--- config.mk ---
export PLATFORM = sky130hd
export DESIGN_NAME = mem_twoport_ctrl
export DESIGN_NICKNAME = d
export VERILOG_FILES = /design/src/rtl/mem_ctrl_pkg.sv /design/src/rtl/rr_arb2.sv /design/src/rtl/mem_twoport_ctrl.sv
export SDC_FILE = /design/constraint.sdc
export NUM_CORES = 1
export LEC_CHECK = 0
export ABC_AREA = 1
export ABC_CLOCK_PERIOD_IN_PS = 1990
export BUFFER_PORTS_ARGS = -buffer_cell sky130_fd_sc_hd__buf_2
export CAP_MARGIN = 5
export CORE_MARGIN = 4
export CORE_UTILIZATION = 40
export DETAILED_ROUTE_END_ITERATION = 8
export PLACE_DENSITY_LB_ADDON = 0.05
export REMOVE_ABC_BUFFERS = 1
export SLEW_MARGIN = 20
export SYNTH_ARGS = -nofsm -noshare
export SYNTH_HDL_FRONTEND = slang
export SYNTH_SLANG_ARGS = --single-unit
--- constraint.sdc ---
create_clock -name clk -period 1.99 [get_ports clk]
set_input_delay 0.2985 -clock clk [delete_from_list [all_inputs] [get_ports clk]]
set_output_delay 0.2985 -clock clk [all_outputs]
set_load 0.02 [all_outputs]
--- src/rtl/mem_ctrl_pkg.sv ---
// mem_ctrl_pkg: shared types and defaults for the two-port memory controller
package mem_ctrl_pkg;
    localparam int AW_DEF = 9;
    localparam int DW_DEF = 20;
    localparam int NREQ = 2;
    typedef enum logic {INIT, RUN} ctrl_state_t;
    typedef logic [AW_DEF-1:0] addr_t;
    typedef logic [DW_DEF-1:0] data_t;
endpackage

--- src/rtl/rr_arb2.sv ---
// rr_arb2: two-requester round-robin arbiter, pointer moves only on a completed grant
module rr_arb2 (
    input  logic       clk,
    input  logic       rst,
    input  logic [1:0] req,
    input  logic       ack,
    output logic [1:0] gnt
);
    logic last;
    always_ff @(posedge clk)
        if (rst) last <= 1'b1;
        else if (ack) last <= gnt[1];
    assign gnt = (&req) ? (last ? 2'b01 : 2'b10) : req;
endmodule

--- src/rtl/mem_twoport_ctrl.sv ---
// mem_twoport_ctrl: init sweep, write/read arbitration and response path for mem_twoport
module mem_twoport_ctrl
    import mem_ctrl_pkg::*;
#(
    parameter int AW = AW_DEF,
    parameter int DW = DW_DEF,
    parameter logic [DW-1:0] INIT_VAL = '0
) (
    input  logic                     clk,
    input  logic                     rst,
    input  logic [NREQ-1:0]          wr_valid,
    input  logic [NREQ-1:0][AW-1:0]  wr_addr,
    input  logic [NREQ-1:0][DW-1:0]  wr_data,
    output logic [NREQ-1:0]          wr_ready,
    input  logic [NREQ-1:0]          rd_valid,
    input  logic [NREQ-1:0][AW-1:0]  rd_addr,
    output logic [NREQ-1:0]          rd_ready,
    output logic [NREQ-1:0]          rsp_valid,
    output logic [DW-1:0]            rsp_data,
    output logic                     init_done,
    output logic [AW-1:0]            mem_ra,
    output logic [AW-1:0]            mem_wa,
    output logic                     mem_write,
    output logic [DW-1:0]            mem_d,
    input  logic [DW-1:0]            mem_q
);
    ctrl_state_t state;
    logic [AW-1:0] init_cnt;
    logic run;
    logic [1:0] wg, rg, rsp_id;
    logic hit;
    logic [DW-1:0] fwd;

    assign run = (state == RUN) && !rst;

    rr_arb2 u_warb (.clk(clk), .rst(rst), .req(wr_valid & {2{run}}), .ack(|wg), .gnt(wg));
    rr_arb2 u_rarb (.clk(clk), .rst(rst), .req(rd_valid & {2{run}}), .ack(|rg), .gnt(rg));

    always_ff @(posedge clk)
        if (rst) begin
            state    <= INIT;
            init_cnt <= '0;
        end else if (state == INIT) begin
            init_cnt <= init_cnt + 1'b1;
            if (&init_cnt) state <= RUN;
        end

    // a same-address read/write pair returns the write data instead of the read-first old value
    always_ff @(posedge clk)
        if (rst) begin
            rsp_id <= '0;
            hit    <= 1'b0;
            fwd    <= '0;
        end else begin
            rsp_id <= rg;
            hit    <= |rg && |wg && (mem_ra == mem_wa);
            fwd    <= mem_d;
        end

    always_comb begin
        mem_write = rst ? 1'b0 : (state == INIT) ? 1'b1 : |wg;
        mem_wa    = rst ? '0 : (state == INIT) ? init_cnt : wg[1] ? wr_addr[1] : wg[0] ? wr_addr[0] : '0;
        mem_d     = rst ? '0 : (state == INIT) ? INIT_VAL : wg[1] ? wr_data[1] : wg[0] ? wr_data[0] : '0;
        mem_ra    = rg[1] ? rd_addr[1] : rg[0] ? rd_addr[0] : '0;
    end

    assign wr_ready  = wg;
    assign rd_ready  = rg;
    assign init_done = (state == RUN);
    assign rsp_valid = rsp_id;
    assign rsp_data  = |rsp_id ? (hit ? fwd : mem_q) : '0;
endmodule

==> results of run 1 <==
-- worst reg2reg max path: stages (launching register included) --
cell and delay (ps):
sky130_fd_sc_hd__dfxtp_4 420, sky130_fd_sc_hd__nand2_8 110, sky130_fd_sc_hd__buf_4 170, sky130_fd_sc_hd__nor2_8 120
sky130_fd_sc_hd__nand2_4 130, sky130_fd_sc_hd__o21ai_4 180, sky130_fd_sc_hd__inv_1 60, sky130_fd_sc_hd__nand2_1 50
sky130_fd_sc_hd__o21ai_1 60, sky130_fd_sc_hd__nor2_1 110, sky130_fd_sc_hd__nand2_1 70, sky130_fd_sc_hd__nor2_1 100
-- cell usage in the layout, fill, tap and decap left out, types with 2 or more instances in the layout --
| master | count |
|---|---|
| sky130_fd_sc_hd__a21oi_1 | 28 |
| sky130_fd_sc_hd__clkbuf_16 | 4 |
| sky130_fd_sc_hd__a22o_1 | 41 |
| sky130_fd_sc_hd__buf_2 | 159 |
| sky130_fd_sc_hd__buf_12 | 3 |
| sky130_fd_sc_hd__o21ai_0 | 5 |
| sky130_fd_sc_hd__nand4_1 | 4 |
| sky130_fd_sc_hd__o21ai_4 | 3 |
| sky130_fd_sc_hd__nand3b_1 | 3 |
| sky130_fd_sc_hd__nor3b_4 | 2 |
| sky130_fd_sc_hd__clkbuf_8 | 5 |
| sky130_fd_sc_hd__nand3_1 | 41 |
| sky130_fd_sc_hd__nand2_1 | 87 |
| sky130_fd_sc_hd__nor2_1 | 20 |
| sky130_fd_sc_hd__nor2_4 | 4 |
| sky130_fd_sc_hd__nand2_2 | 3 |
| sky130_fd_sc_hd__dfxtp_1 | 34 |
| sky130_fd_sc_hd__buf_4 | 16 |
| sky130_fd_sc_hd__o21ai_1 | 2 |
| sky130_fd_sc_hd__inv_1 | 35 |
| sky130_fd_sc_hd__ha_1 | 2 |
| sky130_fd_sc_hd__nor3_1 | 3 |
-- routing by layer --
metal  wire length [um]  vias to the layer above  track usage, %
li1                   -                     1516               -
met2               4060                      146            34.7
met4                134                        0            5.76
met1               3670                     1372            26.0
met3                724                       11            5.20
met5                  0                        -               0
-- power groups by stage --
stage	clock, mW	sequential (mW)	combinational, mW
3_5_place_dp	0	0.775	0.300
2_1_floorplan	0	0.768	0.139
4_1_cts	0.655	0.758	0.302
5_1_grt	0.685	0.764	0.340
6_report	0.646	0.758	0.306
3_3_place_gp	0	0.775	0.297
-- worst paths after layout --
kind / startpoint / endpoint / slack (ps) / depth (start not counted)
setup reg to reg: init_done / hit / 340 / 11
hold / removal: wr_data[4] / fwd[4] / 240 / 2
hold reg to reg: u_warb.last / u_warb.last / 510 / 2
setup / recovery: init_done / mem_d[13] / 40 / 6
-- what timing repair did --
item,4_1_cts,5_1_grt
resized for setup,2,14
hold endpoints to repair,0,0
setup endpoints to repair,27,32
buffers inserted,0,3
pin swaps,0,2
gates cloned,0,4
-- area by class of cell --
class	instances	area [um2]
clock buffer	5	68.8
clock inverter	3	43.8
fill	525	2010
inverter	37	148
multi-input combinational	256	1470
sequential	35	704
tap	72	90.1
timing repair buffer	182	1080
-- registers in the layout, indices dropped and copies added, names as in the netlist --
register     cells
fwd             20
init_cnt         9
rsp_valid        2
hit              1
init_done        1
u_rarb.last      1
u_warb.last      1
-- cell families (layout without fill, tap and decap cells) --
family          after synthesis  in the layout  synth area share (%)
xor+xnor                      1              1                 0.373
compound gates               81             81                  24.6
buf+inv                      53            227                  9.70
simple gates                172            172                  34.4
fa+ha+maj                     2              2                  1.07
flops                        35             35                  29.9
-- cells in the mapped netlist, drive strengths merged --
master   n  share of area, %
nand3b   3              0.96
o21ai   11               3.0
dfxtp   35                30
inv     37               6.1
nor2    26               6.0
clkbuf   7               1.1
a22o    41                15
xnor2    1              0.37
nor3     3              0.64
nor3b    2               1.1
nand3   41               8.7
nand4    4               1.1
o211ai   1              0.32
nand2   92                16
buf      9               2.5
ha       2               1.1
a21oi   28               6.0
nor4     1              0.27
-- stage by stage --
stage	instances	worst slack, ps	hold WS (ps)
4_1_cts	583	29.8	229
3_3_place_gp	575	118	501
5_1_grt	590	-34.8	228
3_5_place_dp	575	114	492
6_report	590	39.6	238
2_1_floorplan	328	-968	371
==> parameters.txt, run 1 <==
Parameter                              Value

Finish
  Antenna Cells    0
  Final Instance Area    3600 um2
  Fraction of final layout cells sized beyond drive strength 1    40.5%
  Number of nets at the end of the flow    621
  Signed area change from the synthesized netlist to the final layout    53.3%
  Post-Route Utilization    64.2%

Worst setup path
  Delay of the slowest cell on the worst path    420 ps
  Count of buffer and inverter cells on the critical path    3
  Critical Path Slowest Stage Cell    sky130_fd_sc_hd__dfxtp_4
  Category of the worst setup path launch point    flip-flop
  Critical Path End Type    primary output
  Largest delay share family, worst path    buffers and inverters
  Critical path peak fanout    10
  Critical path data required time    1690 ps
  Cell-by-cell listing of the critical path    nand2_8, nor3b_4, buf_12, clkbuf_16, a22o_1, buf_2
  Arrival time at the worst endpoint    1650 ps
  Kind of critical path    flip-flop to primary output

STA
  Setup TNS    0 ps
  Worst-case clock skew    8.25 ps
  Count of endpoints failing setup in the final report    0
  Max-slew violations    0
  Worst slew pin tran    329 ps
  Period minus WS final    1950 ps
  Headroom to the max-slew limit    78.0%
  Final worst path period share    98.0%
  Final-report hold violation count    0
  Maximum frequency from static timing analysis    513 MHz

Place
  Placement-stage cell area    3290 um2
  Count of input and output buffers    167
  Routability-driven placement congestion ratio    0.958
  Half-perimeter wire length after placement    6.26 mm

Run status
  Run status    completed

Pwr
  Portion of total power attributed to the clock network    37.8%
  Peak ir drop on the vdd network    0.439 mV
  Fraction of power consumed by combinational cells    17.9%
  Switching part of the total power    27.3%
  Internal Dissipation    1.24 mW
  Leak    1.95 nW
  Overall power    1.71 mW
  Net Sw Power    0.466 mW
  Pwr dens    475 nW/um2
  Seq pwr share    44.3%

Clock tree
  Cell at the root of the clock tree    sky130_fd_sc_hd__clkbuf_8
  Total clock buffers created by CTS    5
  Clk slew on worst S/H paths    80 ps
  Count of hold-fix buffers inserted at cts    0
  Number of buffers on the longest clock path    2
  Number of sinks handled by clock tree synthesis    35
  Clock tree from TritonCTS    done
  Maximum level of the CTS H-tree    2
  Clock latency on the worst-skew pair    290 ps

Global routing
  First-pass GRT wire length    12.2 mm
  Overall fraction of global-route tracks in use    20.6%
  Via count of the first global-routing pass    2668
  Number of antenna violations at the first check in global routing    0
  Maximum number of pins on one net before global-route repair    43
  GRT overflow    0

Drt
  Vias after detailed routing    3045
  Number of antenna-violating nets in the routed design    0
  First-pass DRT Iterations    4
  Drt first-iter violations    197
  Drt total wl    8.60 mm
  Average routed wire per standard cell    14.6 um
  DRC Markers    0
  Average vias per placed instance    5.16

Floorplanning
  Core area    5610 um2
  Die Y    84.6 um
  Die Outline Area    7160 um2
  X dimension of the die    84.6 um
  Initial core utilization    41.9%
  Std cell rows    27
  Top Ports    168

Synthesis
  Flip-flop and latch count after synthesis    35
  Sequential-to-total area share from yosys stat    29.9%
  Post-Synthesis Cells    344
  Netlist cell types    27
  Area of the mapped netlist    2350 um2
  Warnings, synthesis    0
  Per-instance average area after synthesis    6.82 um2

Min path
  Classification of the worst-slack hold path    input port to flip-flop

Flow run
  Max-capacitance violation count    0
No activity file was read; power rests on OpenSTA's default activity.
==> inputs of run 2 (changes only) <==
--- a/config.mk
+++ b/config.mk
@@ -17,4 +17,5 @@
 export SLEW_MARGIN = 20
 export SYNTH_ARGS = -nofsm -noshare
 export SYNTH_HDL_FRONTEND = slang
+export SYNTH_HIERARCHICAL = 1
 export SYNTH_SLANG_ARGS = --single-unit
==> run 2 against run 1 <==
The run now ends with setup timing left. Routed wire length increased by 29%. Sequential power decreased by 6.3%. Design area increased by 26%. Flip-flop and latch count unchanged. Largest power group unchanged. Highest routed layer unchanged.
==> parameters.txt, run 2 <==
Parameter                              Value

Synthesis
  Sequential-to-total area share from yosys stat    30.0% (+0.13 points)
  Area of the mapped netlist    2340 um2 (-0.43%)
  Post-Synthesis Cells    388 (+13%)
  Most frequent cell after synthesis    sky130_fd_sc_hd__nand2_1
  Most used standard cells in the synthesized netlist    sky130_fd_sc_hd__nand2_1 (108), sky130_fd_sc_hd__nor2_1 (65), sky130_fd_sc_hd__inv_1 (38)
  Flip-flop and latch count after synthesis    35 (unchanged)
  Netlist cell types    25 (-7.4%)
  Warnings, synthesis    6 (+6)
  Per-instance average area after synthesis    6.02 um2 (-12%)
  Async set or reset register ratio after synthesis    0% (unchanged)
  Number of synthesized flops with an enable pin    0 (unchanged)
  Primary flip-flop cell chosen by synthesis mapping    sky130_fd_sc_hd__dfxtp_1
  Portion of synthesized cell area occupied by the leading cell type    30.0% (+0.13 points)
  Most area-hungry cell type in the Yosys netlist    sky130_fd_sc_hd__dfxtp_1
  Leading post-synthesis cells by cell area    sky130_fd_sc_hd__dfxtp_1 (30%), sky130_fd_sc_hd__nand2_1 (17%), sky130_fd_sc_hd__nor2_1 (10%), sky130_fd_sc_hd__a21oi_1 (7.9%), sky130_fd_sc_hd__a22oi_1 (6.7%)

Pwr
  Peak ir drop on the vdd network    0.271 mV (-38%)
  Internal Dissipation    1.12 mW (-10%)
  Net Sw Power    0.350 mW (-25%)
  Switching part of the total power    23.8% (-3.5 points)
  Seq pwr share    48.4% (+4.1 points)
  Fraction of power consumed by combinational cells    12.4% (-5.5 points)
  Leak    2.27 nW (+16%)
  Portion of total power attributed to the clock network    39.2% (+1.4 points)
  Pwr dens    324 nW/um2 (-32%)

Min path
  Classification of the worst-slack hold path    input port to flip-flop
  End point of the most critical hold path    fwd[14]
  Startpoint of the most critical hold path    wr_data[14]
  Number of cells on the worst hold path    4 (+2)

Finish
  Highest-count cells in the layout ignoring fill and taps    sky130_fd_sc_hd__buf_2 (126), sky130_fd_sc_hd__buf_4 (111), sky130_fd_sc_hd__nand2_1 (91)
  Non-filler instance count after layout    711 (+21%)
  Antenna Cells    0 (unchanged)
  Post-Route Utilization    81.3% (+17 points)
  Fraction of final layout cells sized beyond drive strength 1    55.1% (+15 points)
  Signed area change from the synthesized netlist to the final layout    93.9%
  Flip-flop count of the largest register after layout    20 (unchanged)
  Number of fill cells in the layout    374 (-29%)
  Number of nets at the end of the flow    742 (+19%)
  Most common cell after layout, fill and taps aside    sky130_fd_sc_hd__buf_2
  Top reg by flops    fwd

Global routing
  Maximum number of pins on one net before global-route repair    23 (-47%)
  Number of antenna violations at the first check in global routing    0 (unchanged)
  Overall fraction of global-route tracks in use    27.4% (+6.8 points)
  Via count of the first global-routing pass    3434 (+29%)
  First-pass GRT wire length    15.9 mm (+30%)
  GRT overflow    0 (unchanged)

STA
  Worst slew pin tran    387 ps (+57.5 ps)
  Count of endpoints failing setup in the final report    41 (+41)
  Minimum hold slack    378 ps (+140 ps)
  Maximum frequency from static timing analysis    406 MHz (-21%)
  Final worst path period share    124% (+26 points)
  Headroom to the max-slew limit    74.2% (-3.8 points)
  Period minus WS final    2460 ps (+514 ps)
  Max-slew violations    0 (unchanged)
  Final-report hold violation count    0 (unchanged)
  Worst-case clock skew    9.85 ps (+1.59 ps)
  Setup repair after global routing missed its margin    true
  Final critical-path setup slack    -474 ps (-514 ps)
  Setup TNS    -13670 ps (-13670 ps)

Floorplanning
  Die Y    84.4 um (-0.20%)
  Core area    5570 um2 (-0.60%)
  X dimension of the die    84.4 um (-0.20%)
  Die Outline Area    7130 um2 (-0.39%)
  Initial core utilization    41.9% (+0.074 points)
  Top Ports    168 (unchanged)
  Std cell rows    27 (unchanged)

Clock tree
  Clk slew on worst S/H paths    80 ps (about the same)
  Number of sinks handled by clock tree synthesis    35 (unchanged)
  Maximum level of the CTS H-tree    2 (unchanged)
  Total clock buffers created by CTS    5 (unchanged)
  Cell at the root of the clock tree    sky130_fd_sc_hd__clkbuf_8
  Number of buffers on the longest clock path    2 (unchanged)
  Clock latency on the worst-skew pair    290 ps (about the same)
  Clock tree from TritonCTS    done

Drt
  Average routed wire per standard cell    15.6 um (+6.8%)
  Average vias per placed instance    5.05 (-2.2%)
  Drt total wl    11.1 mm (+29%)
  Drt first-iter violations    165 (-16%)
  DRC Markers    0 (unchanged)
  First-pass DRT Iterations    4 (unchanged)
  Vias after detailed routing    3590 (+18%)
  Number of antenna-violating nets in the routed design    0 (unchanged)

Place
  Half-perimeter wire length after placement    6.64 mm (+6.0%)
  Routability-driven placement congestion ratio    0.869 (-9.2%)
  Count of input and output buffers    167 (unchanged)
  Cell Count Post-Placement    654 (+14%)
  Setup WS pre-CTS    -274 ps (-388 ps)

Worst setup path
  Arrival time at the worst endpoint    2700 ps (+1050 ps)
  Critical path data required time    2220 ps (+530 ps)
  Worst setup path start    init_done
  Critical Path End Type    flip-flop
  Launching point of the worst reg2reg path    init_done
  Category of the worst setup path launch point    flip-flop
  Worst reg2reg endpoint    hit
  Critical path peak fanout    6 (-4)
  FF-to-FF path depth    18 (+7)
  Kind of critical path    flip-flop to flip-flop
  Worst reg-to-reg setup slack    -470 ps (-810 ps)

Flow run
  Max-capacitance violation count    0 (unchanged)

Run status
  Failing checks    setup timing
  Run status    finished, violations left
run 2: changes by cell type after synthesis, moves of 4 or more:
cell                       delta
sky130_fd_sc_hd__a21boi_1     +4
sky130_fd_sc_hd__a21oi_1      +9
sky130_fd_sc_hd__a21oi_2      +4
sky130_fd_sc_hd__a22o_1      -41
sky130_fd_sc_hd__a22oi_1     +21
sky130_fd_sc_hd__inv_2        +5
sky130_fd_sc_hd__nand2_1     +21
sky130_fd_sc_hd__nand3_1     -19
sky130_fd_sc_hd__nand4_1      -4
sky130_fd_sc_hd__nor2_1      +45
sky130_fd_sc_hd__nor3_1       +4
run 2: layout make-up:
cell class                 count  area (um2)  share of cell area [%]
inverter                      44         176                    3.89
clock buffer                   8         100                    2.21
multi-input combinational    288        1600                    35.3
timing repair buffer         264        1860                    41.1
tap                           72        90.1                    1.99
sequential                    35         702                    15.5
run 2: repair_timing:
action | CTS | global route
pin swaps | 17 | 29
gates resized for setup | 81 | 62
setup buffers | 27 | 17
gates cloned | 4 | 1
setup endpoints to repair | 49 | 45
hold buffers | 0 | 0
run 2: power by group through the flow:
stage	Sequential, mW	Combinational (mW)	Clock (mW)
6_report	0.710	0.182	0.575
5_1_grt	0.709	0.203	0.627
4_1_cts	0.709	0.167	0.589
3_5_place_dp	0.725	0.156	0
3_3_place_gp	0.726	0.155	0
2_1_floorplan	0.725	0.0405	0
run 2: worst max-delay path, cell delays in order (launching register included):
cell                      delay (ps)
sky130_fd_sc_hd__dfxtp_2         350
sky130_fd_sc_hd__inv_4            40
sky130_fd_sc_hd__nor2_4          140
sky130_fd_sc_hd__inv_4            70
sky130_fd_sc_hd__nor2_4          100
sky130_fd_sc_hd__nand2_2          80
sky130_fd_sc_hd__and2_4          200
sky130_fd_sc_hd__buf_4           150
sky130_fd_sc_hd__buf_16          140
sky130_fd_sc_hd__a21oi_4         120
sky130_fd_sc_hd__nand2_2          80
sky130_fd_sc_hd__buf_4           130
sky130_fd_sc_hd__buf_4           120
sky130_fd_sc_hd__buf_4           120
sky130_fd_sc_hd__nand3_1          80
sky130_fd_sc_hd__nand3_1         100
sky130_fd_sc_hd__nor2_1          160
sky130_fd_sc_hd__nand3_1         110
sky130_fd_sc_hd__nor2_1          110
run 2: kinds of logic after synthesis:
logic type / after synthesis / share of synthesized area (%)
adders and majority gates: 2 / 1.07
buffers and inverters: 65 / 12.4
DFF: 35 / 30.0
AOI/OAI and AO/OA: 76 / 20.2
and+or+nand+nor: 210 / 36.3
run 2: stage by stage:
stage	total power, mW	cell area (um2)
final	1.47	4530
after global routing	1.54	4530
after CTS	1.47	4180
after detailed placement	0.881	3530
after global placement	0.881	3530
after floorplan	0.765	2210
run 2: layer usage:
layer | GRT usage (%) | up-vias | part of all wire [%]
li1 | - | 1737 | -
met1 | 30.4 | 1669 | 37
met2 | 50.8 | 153 | 53
met3 | 4.81 | 31 | 6.6
met4 | 12.1 | 0 | 3.4
met5 | 0 | - | 0
run 2: worst max path at each step:
stage	to	slack (ps)	cells after the start
detailed placement	mem_ra[3]	-270	12
global route	hit	-610	18
floorplan	hit	-1180	15
finish	hit	-470	18
CTS	mem_d[2]	-330	12
global placement	mem_ra[2]	-210	12
